### src/rtl/branch_predictor.sv
// Direct-mapped BTB with 2-bit counters; zero-cycle lookup, one-edge training, two saturating perf counters.
// No backpressure: one update accepted every cycle. Define BTB_FORWARD_EN to forward same-cycle updates to the lookup.
module branch_predictor #(
  parameter int DATA_WIDTH = 32,
  parameter int ENTRIES    = 16
) (
  input  logic                  clk,
  input  logic                  rst,
  input  logic [DATA_WIDTH-1:0] PC,
  input  logic                  update_en,
  input  logic [DATA_WIDTH-1:0] update_pc,
  input  logic                  update_taken,
  input  logic [DATA_WIDTH-1:0] update_target,
  input  logic                  update_predicted,
  output logic                  predict_taken,
  output logic [DATA_WIDTH-1:0] branch_target,
  output logic [31:0]           update_count,
  output logic [31:0]           mispredict_count
);

  localparam int IDX_BITS = $clog2(ENTRIES);
  localparam int TAG_W    = DATA_WIDTH - IDX_BITS - 2;

  logic                  valid_q  [ENTRIES];
  logic                  valid_d  [ENTRIES];
  logic [TAG_W-1:0]      tag_q    [ENTRIES];
  logic [TAG_W-1:0]      tag_d    [ENTRIES];
  logic [DATA_WIDTH-1:0] target_q [ENTRIES];
  logic [DATA_WIDTH-1:0] target_d [ENTRIES];
  logic [1:0]            ctr_q    [ENTRIES];
  logic [1:0]            ctr_d    [ENTRIES];
  logic [31:0]           upd_cnt_q, upd_cnt_d;
  logic [31:0]           mis_cnt_q, mis_cnt_d;

  logic [IDX_BITS-1:0]   lidx, uidx;
  logic [TAG_W-1:0]      ltag, utag;
  logic                  u_hit;
  logic                  new_valid;
  logic [TAG_W-1:0]      new_tag;
  logic [DATA_WIDTH-1:0] new_target;
  logic [1:0]            new_ctr;
  logic                  lk_valid;
  logic [TAG_W-1:0]      lk_tag;
  logic [DATA_WIDTH-1:0] lk_target;
  logic [1:0]            lk_ctr;
  logic                  lk_hit;
  logic                  unused_bits;

  assign lidx        = PC[IDX_BITS+1:2];
  assign ltag        = PC[DATA_WIDTH-1:IDX_BITS+2];
  assign uidx        = update_pc[IDX_BITS+1:2];
  assign utag        = update_pc[DATA_WIDTH-1:IDX_BITS+2];
  assign unused_bits = ^{PC[1:0], update_pc[1:0]};

  // Post-update view of the entry at uidx; feeds both the next state and the forward path.
  always_comb begin
    u_hit      = valid_q[uidx] && (tag_q[uidx] == utag);
    new_valid  = valid_q[uidx];
    new_tag    = tag_q[uidx];
    new_target = target_q[uidx];
    new_ctr    = ctr_q[uidx];
    if (u_hit) begin
      if (update_taken) begin
        new_ctr    = (ctr_q[uidx] == 2'b11) ? 2'b11 : ctr_q[uidx] + 2'b01;
        new_target = update_target;
      end else begin
        new_ctr    = (ctr_q[uidx] == 2'b00) ? 2'b00 : ctr_q[uidx] - 2'b01;
      end
    end else if (update_taken) begin
      new_valid  = 1'b1;
      new_tag    = utag;
      new_target = update_target;
      new_ctr    = 2'b10;
    end
  end

  always_comb begin
    valid_d   = valid_q;
    tag_d     = tag_q;
    target_d  = target_q;
    ctr_d     = ctr_q;
    upd_cnt_d = upd_cnt_q;
    mis_cnt_d = mis_cnt_q;
    if (update_en) begin
      valid_d[uidx]  = new_valid;
      tag_d[uidx]    = new_tag;
      target_d[uidx] = new_target;
      ctr_d[uidx]    = new_ctr;
      if (upd_cnt_q != 32'hFFFF_FFFF) upd_cnt_d = upd_cnt_q + 32'd1;
      if ((update_predicted != update_taken) && (mis_cnt_q != 32'hFFFF_FFFF))
        mis_cnt_d = mis_cnt_q + 32'd1;
    end
  end

  always_comb begin
    lk_valid  = valid_q[lidx];
    lk_tag    = tag_q[lidx];
    lk_target = target_q[lidx];
    lk_ctr    = ctr_q[lidx];
`ifdef BTB_FORWARD_EN
    // Reset gates the forward path so outputs stay quiet while rst is high.
    if (update_en && !rst && (update_pc[DATA_WIDTH-1:2] == PC[DATA_WIDTH-1:2])) begin
      lk_valid  = new_valid;
      lk_tag    = new_tag;
      lk_target = new_target;
      lk_ctr    = new_ctr;
    end
`endif
    lk_hit        = lk_valid && (lk_tag == ltag);
    predict_taken = lk_hit && lk_ctr[1];
    branch_target = lk_hit ? lk_target : '0;
  end

  always_ff @(posedge clk or posedge rst) begin
    if (rst) begin
      for (int i = 0; i < ENTRIES; i++) begin
        valid_q[i]  <= 1'b0;
        tag_q[i]    <= '0;
        target_q[i] <= '0;
        ctr_q[i]    <= 2'b01;
      end
      upd_cnt_q <= '0;
      mis_cnt_q <= '0;
    end else begin
      valid_q   <= valid_d;
      tag_q     <= tag_d;
      target_q  <= target_d;
      ctr_q     <= ctr_d;
      upd_cnt_q <= upd_cnt_d;
      mis_cnt_q <= mis_cnt_d;
    end
  end

  assign update_count     = upd_cnt_q;
  assign mispredict_count = mis_cnt_q;

endmodule

### config.mk
export PLATFORM = sky130hd
export DESIGN_NAME = branch_predictor
export DESIGN_NICKNAME = d
export VERILOG_FILES = /design/src/rtl/branch_predictor.sv
export SDC_FILE = /design/constraint.sdc
export NUM_CORES = 2
export LEC_CHECK = 0
export CAP_MARGIN = 20
export CORE_ASPECT_RATIO = 0.7
export CORE_UTILIZATION = 30
export CTS_CLUSTER_SIZE = 16
export DETAILED_ROUTE_END_ITERATION = 10
export DONT_BUFFER_PORTS = 1
export PLACE_DENSITY_LB_ADDON = 0.05
export SLEW_MARGIN = 30
export SYNTH_ARGS = -nofsm -noshare
export SYNTH_HDL_FRONTEND = slang
export SYNTH_SLANG_ARGS = --single-unit
export TNS_END_PERCENT = 5
### constraint.sdc
create_clock -name clk -period 40.2 [get_ports clk]
set_input_delay 8.04 -clock clk [delete_from_list [all_inputs] [get_ports clk]]
set_output_delay 8.04 -clock clk [all_outputs]
set_load 0.02 [all_outputs]
Word level (Yosys, flattened, before mapping)
Index checks and enable logic that the tools add are counted.

storage, ports and cells
  output and inout bits = 97
  bits of input ports = 101
  register bits = 1,040

operators by class
  $lt $le $gt $ge = 3
  bitwise gates (word level) = 2
  equal/unequal tests = 6
  reduce and logical (&&, ||, !) cells = 8
  multiplexer cells = 47
  $add $sub $neg = 4

operators with widths
  kind                                                                          count
  512-bit bitwise mux                                                           1
  416-bit bitwise mux                                                           1
  32-bit binary-select mux with 4-bit select                                    2
  32-bit two-way mux                                                            7
  26-bit binary-select mux with 4-bit select                                    2
  26-bit two-way mux                                                            7
  32-bit demux with 4-bit select                                                1
  26-bit demux with 4-bit select                                                1
  32-bit by 1-bit adder with 32-bit output, second input constant               2
  32-bit inequality test, second input constant                                 2
  26-bit equality test                                                          2
  32-bit bitwise mux                                                            1
  2-bit two-way mux                                                             10
  2-bit binary-select mux with 4-bit select                                     2
  16-bit bitwise mux                                                            1
  5-bit greater-or-equal comparator, second input constant                      2
  4-bit NOT with 5-bit output                                                   2
  1-bit binary-select mux with 4-bit select                                     2
  2-bit demux with 4-bit select                                                 1
  1-bit two-way mux                                                             7
  1-bit logical AND                                                             5
  5-bit by 1-bit less-than comparator with 1-bit output, second input constant  1
  1-bit demux with 4-bit select                                                 1
  2-bit AND reduction                                                           2
  other kinds (5)                                                               5

Depth between registers and ports, before layout
  depth in word-level cells = 9
  mapped depth = 17

Worst setup path after synthesis
Ideal clock, no wire load.

  path type = input to output
  start = input port PC[2]
  end = output port branch_target[10]
  cell stages on the path = 11
  path slack = 20,799 ps
  required time = 32,160 ps
  arrival time = 11,361 ps
  buffers on the path = 4
  cell sequence = clkbuf_1 > clkbuf_1 > clkbuf_1 > mux4_2 > mux4_2 > xnor2_1 > nand4_1 > nor4_1 > nand4_1 > clkbuf_1 > nor2b_1

between the ends
  longest elaborated chain between the ends = 7
  elaborated cells on any way between the ends = 13

RTL lines
  item                                                   RTL line    RTL
  start, declared                                        9           input logic [DATA_WIDTH-1:0] PC,
  4-bit NOT with 5-bit output (implied by the code) *    96, 97, 98
  26-bit binary-select mux with 4-bit select             97          lk_tag = tag_q[lidx];
  26-bit two-way mux (implied by the code) (2 in a row)  97
  26-bit equality test                                   109         lk_hit = lk_valid && (lk_tag == ltag);
  1-bit logical AND                                      109
  32-bit two-way mux *                                   111         branch_target = lk_hit ? lk_target : '0;
  end, declared                                          16          output logic [DATA_WIDTH-1:0] branch_target,

Mark *: on every way between the ends. The rest lies on a longest branch, timed or not. The select of a mux whose other input is x is not followed.

Final worst setup path
  start = input port PC[2]
  end = output port branch_target[31]

Same word-level chain as after synthesis.

==> metrics.md <==
| Metric | Value |
|---|---|
| Startpoint Class | `primary input` |
| R2R setup slack | `about 35 ns` |
| Area growth syn-to-layout | `11.7%` |
| Post-CTS Setup Bufs | `0` |
| Leakage power | `~24 nW` |
| Synth top area cells | `dfrtp_1 47%, mux4_2 24%, nor2_1 4.0%` |
| Largest net degree at the start of global routing | `270` |
| Pre-antenna DRT Iters | `5` |
| Core area | `between 0.15 and 0.2 mm^2` |
| Post-synthesis instance total | `between 4000 and 5000` |
| Final instance area | `0.0612 mm^2` |
| Post-synth EDFFs | `0` |
| RSZ-0062 raised after global routing | `no` |
| Grt total ovfl | `0` |
| Post-Syn Area | `0.0548 mm^2` |
| Vias/cell | `around 5.3` |
| Cell variety after synth | `66` |
| Post-synthesis mux area share | `about a quarter` |
| Critical path endpoint category | `output port` |
| Hold Crit Class | `flip-flop to flip-flop` |
| Worst setup margin | `between 20 and 25 ns` |
| Largest family of logic cells by synthesized area | `multiplexers` |
| R2r startpoint | `tag_q[58]` |
| Power per Cell Area | `between 50 and 60 mW/mm^2` |
| Fillers | `about 18000` |
| Detail Route Antenna Nets | `0` |
| Layout net count | `4504` |
| Max cap viols | `0` |
| Worst-Skew Late Latency | `0.75 ns` |
| Initial DRC Count | `roughly 3000` |
| Layout cells sized above 1 | `a little over a quarter` |
| Clk sinks | `about 1000` |
| CP max FO | `240` |
| Final hold vios | `0` |
| Starting density of the core | `a little under a third` |
| H-tree depth | `3` |
| Actual slew at the worst max-slew pin | `between 1 and 1.5 ns` |
| Num ports | `slightly below 200` |
| Synth warn | `0` |
| Max_slew headroom | `between 20% and 30%` |
| Period utilisation layout | `between 40% and 50%` |
| Worst Path Required | `32.16 ns` |
| Routed WL | `about 190 mm` |
| Die Height | `360 um` |
| Post-CTS Hold Fix Bufs | `0` |
| Total track usage | `between 20% and 30%` |
| Inst Count DP | `~6700` |
| WS Path Type | `primary input to output port` |
| Crit path launch | `PC[2]` |
| Clk root buf | `clkbuf_16` |
| Vias | `between 30000 and 40000` |
| Synth top area share | `46.8%` |
| Post-route insts no fill | `between 6000 and 7000` |
| Post-synth ARST share | `100%` |
| Commonest non-fill, non-tap cell in the layout | `dfrtp_1` |
| Post-route DRC | `0` |
| DP Area | `around 0.057 mm^2` |
| Final Max Tran Viols | `0` |
| Sequential-to-total area share from yosys stat | `approximately 48%` |
| Setup Skew | `approximately 0.018 ns` |
| Net Count, Synth | `4704` |
| Cell taking the most area after synthesis | `dfrtp_1` |
| Fmax | `between 50 and 60 MHz` |
| Worst R2R Path Depth | `11` |
| Data arrival, critical path | `11.68 ns` |
| FF+latch count, synth | `1040` |
| Synth Area in Compound Gates | `approximately 11%` |
| # setup viols final | `0` |
| Number of global-route vias before repair | `about 37000` |
| Crit path to | `branch_target[31]` |
| Clock buffer depth | `3` |
| Sum Neg Setup Slack | `0 ns` |
| Top_reg_cell synth | `dfrtp_1` |
| Status | `complete, no violations` |
| CTS tree | `done` |
| Die width | `just over 500 um` |
| Final min period | `about 20 ns` |
| Post-CTS resize count | `0` |
| Final Wtd Congestion | `between 0.7 and 0.8` |
| Maximum VDD drop | `around 0.000033 V` |
| Post-placement setup slack | `between 20 and 25 ns` |
| Post-Synth XOR/XNOR Area | `under 10%` |
| Num rows | `130` |
| Simple-gate share of the synthesized area | `9.17%` |
| Mean Syn Cell Area | `roughly 12 um^2` |
| DPL Wire Length | `just over 100 mm` |
| Die area | `roughly 0.18 mm^2` |
| Fin Hold WS | `0.502 ns` |
| Worst-path clk slew | `0.06 ns` |
| CTS buffer count | `approximately 120` |
| First-pass GRT wire length | `~280 mm` |
| Initial antenna violation count | `6` |
| Port Buf Inserts | `0` |
| Routed WL per cell | `27.5 um` |
| Most frequent cells in the layout | `1024 x dfrtp_1, 573 x nor2_1, 572 x mux4_2, 464 x nand2_1, 413 x o21ai_0` |
| R2R Path End | `tag_q[381]` |
| Post-Synth Adder-Cell Area | `0.0639%` |
[cell type report]
| type | instances | area (um^2) | share of cell area (%) |
|---|---|---|---|
| Clock buffer | 183 | 3670 | 6.00 |
| Timing Repair Buffer | 103 | 946 | 1.55 |
| Tap cell | 2376 | 2970 | 4.86 |
| Antenna cell | 2 | 5.00 | 0.00818 |
| Multi-Input combinational cell | 3118 | 27100 | 44.3 |
| Clock inverter | 39 | 382 | 0.624 |
| Sequential cell | 1040 | 26000 | 42.6 |
| Inverter | 19 | 78.8 | 0.129 |
[flip-flops by register name (all words and copies together) (netlist names)]
signal	count
target_q	512
update_count	32
tag_q	416
ctr_q	32
valid_q	16
mispredict_count	32
[cell usage after synthesis, drive strengths merged (9+ instances only)]
master,count
o21ai,414
mux2,36
xnor2,80
dfrtp,1024
o22ai,10
nand4,21
a21oi,559
nor3,18
mux2i,119
dfstp,16
buf,108
xor2,33
clkbuf,316
nand3,31
a22oi,9
nor2b,46
nand2,473
inv,19
nor2,589
o31ai,17
mux4,572
[worst max-delay path, cell delays in order]
cell	delay (ns)
mux4_2	0.53
nor2b_1	0.15
a211oi_1	0.21
a21oi_1	0.08
xnor2_1	0.78
nand4_1	0.17
nor4_1	0.48
nand4_1	0.20
buf_4	0.34
nor2b_1	0.48
[worst min-delay path by stage]
| stage | start | endpoint | slack [ns] | cells past startpoint |
|---|---|---|---|---|
| floorplan | ctr_q[3] | ctr_q[3] | 0.46 | 2 |
| global placement | target_q[138] | target_q[138] | 0.48 | 2 |
| detailed placement | target_q[138] | target_q[138] | 0.49 | 2 |
| CTS | target_q[138] | target_q[138] | 0.50 | 2 |
| global route | target_q[213] | target_q[213] | 0.53 | 2 |
| finish | target_q[287] | target_q[287] | 0.50 | 2 |
[layer usage]
metal  up-vias  share of wire (%)  track usage (%)
li1      16400                  -                -
met1     19000                 50             31.4
met2       747                 44             31.1
met3       202                4.4             3.36
met4         2                1.9             4.25
met5         -             0.0069                0
[through the flow]
| step | util, % | total power, mW |
|---|---|---|
| 3_5_place_dp | 31.6 | 2.38 |
| 2_1_floorplan | - | 2.16 |
| 6_report | 33.9 | 3.50 |
| 4_1_cts | 33.9 | 3.54 |
| 3_3_place_gp | 31.5 | 2.37 |
| 5_1_grt | 33.9 | 3.71 |
[power breakdown]
group / internal (mW) / total, mW / switching, mW
combinational: 0.450 / 0.827 / 0.377
sequential: 1.31 / 1.54 / 0.228
clock: 0.663 / 1.14 / 0.475
[logic make-up after synthesis]
logic type | after synthesis
XOR/XNOR | 113
AO/OA/AOI/OAI | 1044
adder cells (fa/ha/maj) | 3
AND/OR/NAND/NOR | 1231
multiplexers | 727
flip-flops | 1040
buffers and inverters | 443
No activity file was read; power rests on OpenSTA's default activity.
